===== config.mk =====
export PLATFORM = sky130hd
export DESIGN_NAME = reg_bank_burst_master_flat
export DESIGN_NICKNAME = d
export VERILOG_FILES = /design/src/rtl/reg_bank_burst_master_if.sv /design/src/rtl/reg_bank_burst_master.sv /design/src/flat_wrapper.sv
export SDC_FILE = /design/constraint.sdc
export NUM_CORES = 1
export LEC_CHECK = 0
export CAP_MARGIN = 25
export CORE_MARGIN = 3
export CORE_UTILIZATION = 33
export DETAILED_ROUTE_END_ITERATION = 10
export GPL_ROUTABILITY_DRIVEN = 1
export PLACE_DENSITY = 0.73
export SETUP_SLACK_MARGIN = 0.4
export SLEW_MARGIN = 20
export SYNTH_ARGS = -nofsm -noshare
export SYNTH_HDL_FRONTEND = slang
export SYNTH_SLANG_ARGS = --single-unit

===== constraint.sdc =====
create_clock -name i_clk -period 2.27 [get_ports i_clk]
set_clock_uncertainty 0.1 [all_clocks]
set_input_delay 0.454 -clock i_clk [delete_from_list [all_inputs] [get_ports i_clk]]
set_output_delay 0.454 -clock i_clk [all_outputs]
set_load 0.02 [all_outputs]

===== src/rtl/reg_bank_burst_master_if.sv =====
// Bundle of all burst-master signals: command channel, write stream,
// read stream, completion pulse and the register-bank port wiring.
//   master modport : view of reg_bank_burst_master
//   slave  modport : view of the environment (command source, stream
//                    endpoints and the register bank itself)
interface reg_bank_burst_master_if #(
  parameter int unsigned BITS = 32
);

  localparam int unsigned AW = 4;

  // Command channel
  logic            cmd_valid;
  logic            cmd_ready;
  logic            cmd_write;
  logic [AW-1:0]   cmd_base;
  logic [AW-1:0]   cmd_len;

  // Write data stream
  logic            wr_valid;
  logic            wr_ready;
  logic [BITS-1:0] wr_data;

  // Read beat stream (register pair per beat)
  logic            rd_valid;
  logic            rd_ready;
  logic [BITS-1:0] rd_data1;
  logic [BITS-1:0] rd_data2;

  // Burst completion pulse
  logic            done;

  // Register bank ports
  logic            bank_we3;
  logic [AW-1:0]   bank_a1;
  logic [AW-1:0]   bank_a2;
  logic [AW-1:0]   bank_a3;
  logic [BITS-1:0] bank_wd3;
  logic [BITS-1:0] bank_rd1;
  logic [BITS-1:0] bank_rd2;

  modport master (
    input  cmd_valid, cmd_write, cmd_base, cmd_len,
    output cmd_ready,
    input  wr_valid, wr_data,
    output wr_ready,
    output rd_valid, rd_data1, rd_data2,
    input  rd_ready,
    output done,
    output bank_we3, bank_a1, bank_a2, bank_a3, bank_wd3,
    input  bank_rd1, bank_rd2
  );

  modport slave (
    output cmd_valid, cmd_write, cmd_base, cmd_len,
    input  cmd_ready,
    output wr_valid, wr_data,
    input  wr_ready,
    input  rd_valid, rd_data1, rd_data2,
    output rd_ready,
    input  done,
    input  bank_we3, bank_a1, bank_a2, bank_a3, bank_wd3,
    output bank_rd1, bank_rd2
  );

endinterface


===== src/rtl/reg_bank_burst_master.sv =====
// Initiator-side burst controller for a 16-entry register bank with one
// write port (WE3/A3/WD3) and two combinational read ports (A1/RD1, A2/RD2).
//   i_clk    : clock, rising edge
//   i_rst_n  : asynchronous active-low reset; abandons any burst in flight
//   io_bus   : master modport carrying
//     cmd_*   valid/ready burst command (write flag, base address, len-1)
//     wr_*    write word stream, one register per accepted word
//     rd_*    registered, backpressured read beats (REGS[a], REGS[a+1])
//     done    one-cycle pulse per completed burst
//     bank_*  register bank connections
module reg_bank_burst_master #(
  parameter int unsigned BITS = 32
) (
  input  logic                   i_clk,
  input  logic                   i_rst_n,
  reg_bank_burst_master_if.master io_bus
);

  localparam int unsigned AW = 4;
  // One extra bit so a 16-transfer burst count fits
  localparam int unsigned CW = AW + 1;

  typedef enum logic [1:0] {
    S_IDLE  = 2'd0,
    S_WRITE = 2'd1,
    S_READ  = 2'd2
  } state_t;

  state_t          r_state;
  state_t          w_state_nxt;

  logic [AW-1:0]   r_addr;
  logic [CW-1:0]   r_remaining;
  logic [BITS-1:0] r_rd_data1;
  logic [BITS-1:0] r_rd_data2;
  logic            r_rd_valid;
  logic            r_done;

  logic            w_cmd_ready;
  logic            w_wr_ready;
  logic            w_cmd_fire;
  logic            w_wr_fire;
  logic            w_wr_last;
  logic            w_rd_load;
  logic            w_rd_drain;

  // State register
  always_ff @(posedge i_clk or negedge i_rst_n) begin
    if (!i_rst_n) begin
      r_state <= S_IDLE;
    end else begin
      r_state <= w_state_nxt;
    end
  end

  // Next-state logic
  always_comb begin
    w_state_nxt = r_state;
    unique case (r_state)
      S_IDLE: begin
        if (io_bus.cmd_valid) begin
          w_state_nxt = io_bus.cmd_write ? S_WRITE : S_READ;
        end
      end
      S_WRITE: begin
        if (w_wr_last) begin
          w_state_nxt = S_IDLE;
        end
      end
      S_READ: begin
        if (w_rd_drain) begin
          w_state_nxt = S_IDLE;
        end
      end
      default: w_state_nxt = S_IDLE;
    endcase
  end

  // Output / strobe decode
  always_comb begin
    w_cmd_ready = 1'b0;
    w_wr_ready  = 1'b0;
    w_cmd_fire  = 1'b0;
    w_wr_fire   = 1'b0;
    w_wr_last   = 1'b0;
    w_rd_load   = 1'b0;
    w_rd_drain  = 1'b0;
    unique case (r_state)
      S_IDLE: begin
        w_cmd_ready = 1'b1;
        w_cmd_fire  = io_bus.cmd_valid;
      end
      S_WRITE: begin
        w_wr_ready = 1'b1;
        w_wr_fire  = io_bus.wr_valid & w_wr_ready;
        w_wr_last  = w_wr_fire && (r_remaining == CW'(1));
      end
      S_READ: begin
        // Refill the output register whenever it is empty or being consumed
        w_rd_load  = (r_remaining != CW'(0)) && (!r_rd_valid || io_bus.rd_ready);
        // Final beat consumed with nothing left to fetch
        w_rd_drain = r_rd_valid && io_bus.rd_ready && (r_remaining == CW'(0));
      end
      default: begin
        w_cmd_ready = 1'b0;
      end
    endcase
  end

  // Burst address/count and registered read stream
  always_ff @(posedge i_clk or negedge i_rst_n) begin
    if (!i_rst_n) begin
      r_addr      <= AW'(0);
      r_remaining <= CW'(0);
      r_rd_data1  <= BITS'(0);
      r_rd_data2  <= BITS'(0);
      r_rd_valid  <= 1'b0;
      r_done      <= 1'b0;
    end else begin
      r_done <= 1'b0;

      if (w_cmd_fire) begin
        r_addr      <= io_bus.cmd_base;
        r_remaining <= CW'(io_bus.cmd_len) + CW'(1);
      end

      if (w_wr_fire) begin
        r_addr      <= r_addr + AW'(1);
        r_remaining <= r_remaining - CW'(1);
        if (w_wr_last) begin
          r_done <= 1'b1;
        end
      end

      if (w_rd_load) begin
        r_rd_data1  <= io_bus.bank_rd1;
        r_rd_data2  <= io_bus.bank_rd2;
        r_rd_valid  <= 1'b1;
        r_addr      <= r_addr + AW'(2);
        r_remaining <= r_remaining - CW'(1);
      end else if (w_rd_drain) begin
        r_rd_valid <= 1'b0;
        r_done     <= 1'b1;
      end
    end
  end

  // Bank address ports follow the burst pointer; addition wraps mod 16
  assign io_bus.bank_a1  = r_addr;
  assign io_bus.bank_a2  = r_addr + AW'(1);
  assign io_bus.bank_a3  = r_addr;
  assign io_bus.bank_wd3 = io_bus.wr_data;
  // Write strobe is the handshake itself so the word lands on the same edge
  assign io_bus.bank_we3 = w_wr_fire;

  assign io_bus.cmd_ready = w_cmd_ready;
  assign io_bus.wr_ready  = w_wr_ready;
  assign io_bus.rd_valid  = r_rd_valid;
  assign io_bus.rd_data1  = r_rd_data1;
  assign io_bus.rd_data2  = r_rd_data2;
  assign io_bus.done      = r_done;

endmodule


===== src/flat_wrapper.sv =====
// flat-port wrapper written by rule: the top's interface ports become plain ports
module reg_bank_burst_master_flat 
#(
  parameter int unsigned BITS = 32
)
  (i_clk, i_rst_n, io_bus_cmd_valid, io_bus_cmd_write, io_bus_cmd_base, io_bus_cmd_len, io_bus_cmd_ready, io_bus_wr_valid, io_bus_wr_data, io_bus_wr_ready, io_bus_rd_valid, io_bus_rd_data1, io_bus_rd_data2, io_bus_rd_ready, io_bus_done, io_bus_bank_we3, io_bus_bank_a1, io_bus_bank_a2, io_bus_bank_a3, io_bus_bank_wd3, io_bus_bank_rd1, io_bus_bank_rd2);
  reg_bank_burst_master_if #(.BITS(BITS)) io_bus_i ();
  input  logic i_clk;
  input  logic i_rst_n;
  input wire logic [$bits(io_bus_i.cmd_valid)-1:0] io_bus_cmd_valid;
  input wire logic [$bits(io_bus_i.cmd_write)-1:0] io_bus_cmd_write;
  input wire logic [$bits(io_bus_i.cmd_base)-1:0] io_bus_cmd_base;
  input wire logic [$bits(io_bus_i.cmd_len)-1:0] io_bus_cmd_len;
  output wire logic [$bits(io_bus_i.cmd_ready)-1:0] io_bus_cmd_ready;
  input wire logic [$bits(io_bus_i.wr_valid)-1:0] io_bus_wr_valid;
  input wire logic [$bits(io_bus_i.wr_data)-1:0] io_bus_wr_data;
  output wire logic [$bits(io_bus_i.wr_ready)-1:0] io_bus_wr_ready;
  output wire logic [$bits(io_bus_i.rd_valid)-1:0] io_bus_rd_valid;
  output wire logic [$bits(io_bus_i.rd_data1)-1:0] io_bus_rd_data1;
  output wire logic [$bits(io_bus_i.rd_data2)-1:0] io_bus_rd_data2;
  input wire logic [$bits(io_bus_i.rd_ready)-1:0] io_bus_rd_ready;
  output wire logic [$bits(io_bus_i.done)-1:0] io_bus_done;
  output wire logic [$bits(io_bus_i.bank_we3)-1:0] io_bus_bank_we3;
  output wire logic [$bits(io_bus_i.bank_a1)-1:0] io_bus_bank_a1;
  output wire logic [$bits(io_bus_i.bank_a2)-1:0] io_bus_bank_a2;
  output wire logic [$bits(io_bus_i.bank_a3)-1:0] io_bus_bank_a3;
  output wire logic [$bits(io_bus_i.bank_wd3)-1:0] io_bus_bank_wd3;
  input wire logic [$bits(io_bus_i.bank_rd1)-1:0] io_bus_bank_rd1;
  input wire logic [$bits(io_bus_i.bank_rd2)-1:0] io_bus_bank_rd2;
  assign io_bus_i.cmd_valid = io_bus_cmd_valid;
  assign io_bus_i.cmd_write = io_bus_cmd_write;
  assign io_bus_i.cmd_base = io_bus_cmd_base;
  assign io_bus_i.cmd_len = io_bus_cmd_len;
  assign io_bus_cmd_ready = io_bus_i.cmd_ready;
  assign io_bus_i.wr_valid = io_bus_wr_valid;
  assign io_bus_i.wr_data = io_bus_wr_data;
  assign io_bus_wr_ready = io_bus_i.wr_ready;
  assign io_bus_rd_valid = io_bus_i.rd_valid;
  assign io_bus_rd_data1 = io_bus_i.rd_data1;
  assign io_bus_rd_data2 = io_bus_i.rd_data2;
  assign io_bus_i.rd_ready = io_bus_rd_ready;
  assign io_bus_done = io_bus_i.done;
  assign io_bus_bank_we3 = io_bus_i.bank_we3;
  assign io_bus_bank_a1 = io_bus_i.bank_a1;
  assign io_bus_bank_a2 = io_bus_i.bank_a2;
  assign io_bus_bank_a3 = io_bus_i.bank_a3;
  assign io_bus_bank_wd3 = io_bus_i.bank_wd3;
  assign io_bus_i.bank_rd1 = io_bus_bank_rd1;
  assign io_bus_i.bank_rd2 = io_bus_bank_rd2;
  reg_bank_burst_master #(.BITS(BITS)) u_core (.i_clk(i_clk), .i_rst_n(i_rst_n), .io_bus(io_bus_i));
endmodule

==> results_tabular.tex <==
\begin{tabular}{lr}
\hline
Metric & Value \\
\hline
\multicolumn{2}{l}{\textbf{Synthesis}} \\
\quad Sequential-to-total area share from yosys stat & 55.2\% \\
\quad Synth Net Count & 376 \\
\quad Synthesized flop and latch total & 77 \\
\quad XOR/XNOR Fraction of Synth Area & 1.00\% \\
\quad Number of distinct library cells after synthesis & 39 \\
\quad Synthesis warning total & 0 \\
\quad Number of enable-type register cells in the synthesized netlist & 0 \\
\quad Synth area leaders & sky130\_fd\_sc\_hd\_\_dfrtp\_1 55\%, sky130\_fd\_sc\_hd\_\_mux2\_2 21\%, sky130\_fd\_sc\_hd\_\_buf\_4 7.7\% \\
\quad Synthesized-area fraction occupied by adder cells & 2.15\% \\
\quad Simple-gate portion of the synthesized area & 4.55\% \\
\quad Post-synthesis area per instance & 13.4 um2 \\
\quad Synth Cell Area & 0.00349 mm2 \\
\quad Main combinational cell family by area after synthesis & multiplexers \\
\quad Cell type with the largest total area after synthesis & sky130\_fd\_sc\_hd\_\_dfrtp\_1 \\
\quad Synthesized instance count & 260 \\
\quad Share of the synthesized area in compound gates (AO/OA/AOI/OAI) & 6.34\% \\
\quad Post-synth top flop & sky130\_fd\_sc\_hd\_\_dfrtp\_1 \\
\quad Proportion of netlist area held by the largest area contributor & 55.2\% \\
\quad Fraction of registers with async set/reset & 100\% \\
\quad Mux contribution to synthesized area & 20.9\% \\
\multicolumn{2}{l}{\textbf{Floorplan}} \\
\quad Die Height & 109 um \\
\quad Boundary pin count & 223 \\
\quad Placement Rows & 36 \\
\quad Initial Utilization & 34.8\% \\
\quad Die extent in x & 109 um \\
\quad Area of the core & 0.0100 mm2 \\
\quad Die Outline Area & 0.0119 mm2 \\
\multicolumn{2}{l}{\textbf{Finish}} \\
\quad Number of nets in the layout & 530 \\
\quad Fill count & 882 \\
\quad Final antenna diode count & 0 \\
\quad Leading cell type in the layout, fill and taps excluded & sky130\_fd\_sc\_hd\_\_clkdlybuf4s50\_1 \\
\quad Ratio of cells with drive above 1 in the final layout & 30.5\% \\
\quad Area growth, synth to finish & 56.9\% \\
\quad Commonest cells after routing, fill and taps aside & 77 x sky130\_fd\_sc\_hd\_\_clkdlybuf4s50\_1, 75 x sky130\_fd\_sc\_hd\_\_dfrtp\_1, 64 x sky130\_fd\_sc\_hd\_\_mux2\_2 \\
\multicolumn{2}{l}{\textbf{Clock tree}} \\
\quad Clock slew at reported path FFs & 0.09 ns \\
\quad Sink Count & 77 \\
\quad Cell at the root of the clock tree & sky130\_fd\_sc\_hd\_\_clkbuf\_8 \\
\quad H-tree Lvls & 3 \\
\quad Total CTS buffers & 9 \\
\quad Clock latency of the later-clocked register in the worst-skew pair & 0.34 ns \\
\quad Clock tree from TritonCTS & done \\
\quad Longest Clk Path Bufs & 2 \\
\multicolumn{2}{l}{\textbf{Timing}} \\
\quad RSZ-0062 raised after global routing & yes \\
\quad Slew at the pin closest to its max-slew limit & 0.474 ns \\
\quad Relative slew slack & 68.2\% \\
\quad Highest Clock Rate & 482 MHz \\
\quad Final Slew Violations & 0 \\
\quad Setup violators final & 0 \\
\quad Final period demand of the worst path & 2.08 ns \\
\quad Aggregate negative setup slack & 0 ns \\
\quad Final count of hold timing violations & 0 \\
\quad Final worst-path cycle share & 91.5\% \\
\multicolumn{2}{l}{\textbf{Critical path}} \\
\quad Startpoint types & flip-flop \\
\quad Worst-case reg-to-reg path depth & 7 \\
\quad Crit-path cells & inv\_2 -> ha\_4 -> or4b\_4 -> and3\_4 -> buf\_6 -> clkbuf\_16 -> mux2\_2 \\
\quad Worst EP arrival & 2.20 ns \\
\quad CP Class & flip-flop to flip-flop \\
\quad Max stage delay on crit path & 0.47 ns \\
\quad CP Max Fanout & 7 \\
\quad Worst path required time & 2.39 ns \\
\quad Slowest cell on the critical path & sky130\_fd\_sc\_hd\_\_or4b\_4 \\
\quad Nature of the critical path endpoint & flip-flop \\
\quad Total buffers and inverters traversed by the critical path & 3 \\
\quad Stages on the worst setup path & 7 \\
\quad Cell family with the largest share of critical-path delay & simple AND/OR/NAND/NOR gates \\
\multicolumn{2}{l}{\textbf{Power and ir drop}} \\
\quad Sequential share of power & 31.8\% \\
\quad Fraction of power consumed by combinational cells & 57.0\% \\
\quad Clock share of power & 11.2\% \\
\quad NetSw & 3.03 mW \\
\quad Cell-internal power & 4.73 mW \\
\quad Worst vdd rail ir drop & 0.000515 V \\
\quad Total power draw & 7.76 mW \\
\quad Static power due to leakage & 2.61 nW \\
\quad Switching Fraction & 39.0\% \\
\quad Power density over the cells & 1420 mW/mm2 \\
\multicolumn{2}{l}{\textbf{Routing}} \\
\quad Remaining antenna violation count & 0 \\
\quad Total number of vias & 2,593 \\
\quad DRC Markers & 0 \\
\quad Final wirelength & 8960 um \\
\quad Detail-routed net length per standard cell & 16.3 um \\
\quad First-pass iteration count of the detailed router & 4 \\
\quad Vias per cell & 4.72 \\
\quad Initial detailed-routing violation count & 72 \\
\multicolumn{2}{l}{\textbf{Placement}} \\
\quad GP Congestion & 0.793 \\
\quad Detailed placement HPWL & 6350 um \\
\quad Number of buffers inserted by port buffering & 158 \\
\multicolumn{2}{l}{\textbf{Min path}} \\
\quad Worst Hold Path Cells & 1 \\
\quad Type of the worst min-delay path & flip-flop to flip-flop \\
\multicolumn{2}{l}{\textbf{Global route}} \\
\quad Via count of the first global-routing pass & 2,652 \\
\quad Global-route wire length before repair & 13,100 um \\
\quad Maximum number of pins on one net before global-route repair & 62 \\
\quad GRT Overall Usage & 14.2\% \\
\quad Number of antenna violations at the first check in global routing & 0 \\
\quad Overall overflow remaining after global route & 0 \\
\multicolumn{2}{l}{\textbf{Job}} \\
\quad Max-capacitance violation count & 0 \\
\multicolumn{2}{l}{\textbf{Status}} \\
\quad Outcome & finished clean \\
\hline
\end{tabular}
-- Yosys cell counts, types with 3 or more instances --
master,instances
sky130_fd_sc_hd__ha_1,6
sky130_fd_sc_hd__buf_2,6
sky130_fd_sc_hd__a211oi_1,3
sky130_fd_sc_hd__nor2_1,6
sky130_fd_sc_hd__nand3_1,3
sky130_fd_sc_hd__dfrtp_1,77
sky130_fd_sc_hd__nand2_1,9
sky130_fd_sc_hd__buf_4,36
sky130_fd_sc_hd__mux2_2,64
sky130_fd_sc_hd__xor2_1,3
sky130_fd_sc_hd__nand4_1,3
sky130_fd_sc_hd__o21ai_0,3
sky130_fd_sc_hd__inv_1,4
-- through the flow --
stage | util, % | hold WS, ns | cells | setup slack [ns] | area [um2]
floorplan | - | 0.0584 | 260 | 0.226 | 3510
detailed placement | 50.4 | 0.241 | 519 | 0.0363 | 5060
global placement | 50.4 | 0.241 | 519 | 0.0504 | 5060
finish | 54.6 | 0.398 | 549 | 0.194 | 5480
global route | 54.6 | 0.410 | 549 | 0.141 | 5480
CTS | 52.2 | 0.407 | 540 | 0.188 | 5240
-- power by group through the flow --
stage / clock (mW) / sequential (mW) / combinational, mW
after global routing: 0.964 / 2.56 / 4.74
after detailed placement: 0 / 2.53 / 4.44
after CTS: 0.906 / 2.48 / 4.27
after global placement: 0 / 2.49 / 4.36
after floorplan: 0 / 3.27 / 1.70
final: 0.870 / 2.47 / 4.42
-- cells by family (layout without fill, tap and decap cells) --
| logic type | Yosys count | count (layout) |
|---|---|---|
| AOI/OAI and AO/OA | 27 | 27 |
| xor gates and xnor gates | 4 | 4 |
| DFF | 77 | 77 |
| buffers and inverters | 50 | 206 |
| adders and majority gates | 6 | 6 |
| muxes | 65 | 65 |
| and+or+nand+nor | 31 | 31 |
-- state kept, by name (all words and copies together), names as in the netlist --
| name | count |
|---|---|
| u_core.io_bus.rd_data1 | 32 |
| u_core.r_remaining | 5 |
| u_core.io_bus.bank_a1 | 4 |
| u_core.io_bus.rd_valid | 1 |
| u_core.io_bus.done | 1 |
| u_core.r_state | 2 |
| u_core.io_bus.rd_data2 | 32 |
-- cell type report --
class,count,area [um2],area share (%)
clock buffers,11,141,2.58
clock inverters,2,12.5,0.228
inverters,5,18.8,0.342
multi-input cells,133,1280,23.4
flip-flops and latches,77,1930,35.2
well taps,133,166,3.04
repair buffers,188,1930,35.2
-- final timing paths --
| kind | startpoint | to | slack [ns] |
|---|---|---|---|
| worst min-delay path | u_core.io_bus.rd_data2[18] | u_core.io_bus.rd_data2[18] | 0.40 |
| max in group asynchronous | i_rst_n | u_core.io_bus.bank_a1[1] | 1.04 |
| min in group asynchronous | i_rst_n | u_core.io_bus.rd_data1[6] | 0.41 |
| worst max-delay path | u_core.r_remaining[1] | u_core.io_bus.rd_data2[28] | 0.19 |
| worst min register to register | u_core.io_bus.rd_data2[18] | u_core.io_bus.rd_data2[18] | 0.40 |
| worst max register to register | u_core.r_remaining[1] | u_core.io_bus.rd_data2[28] | 0.19 |
-- per-layer routing --
| metal | routed length [um] | GRT usage, % | vias to the layer above |
|---|---|---|---|
| met5 | 0 | 0 | - |
| met1 | 3450 | 16.2 | 1282 |
| met2 | 4600 | 25.0 | 110 |
| met4 | 90 | 5.23 | 0 |
| met3 | 818 | 4.44 | 9 |
| li1 | - | - | 1192 |
-- timing repair --
action,in CTS,in global routing
endpoints found under the setup margin,123,106
hold buffers,1,0
setup buffers,6,6
hold endpoints to repair,16,0
gates cloned,1,3
resized for setup,73,40
pin swaps,2,6
No activity file was read; power rests on OpenSTA's default activity.
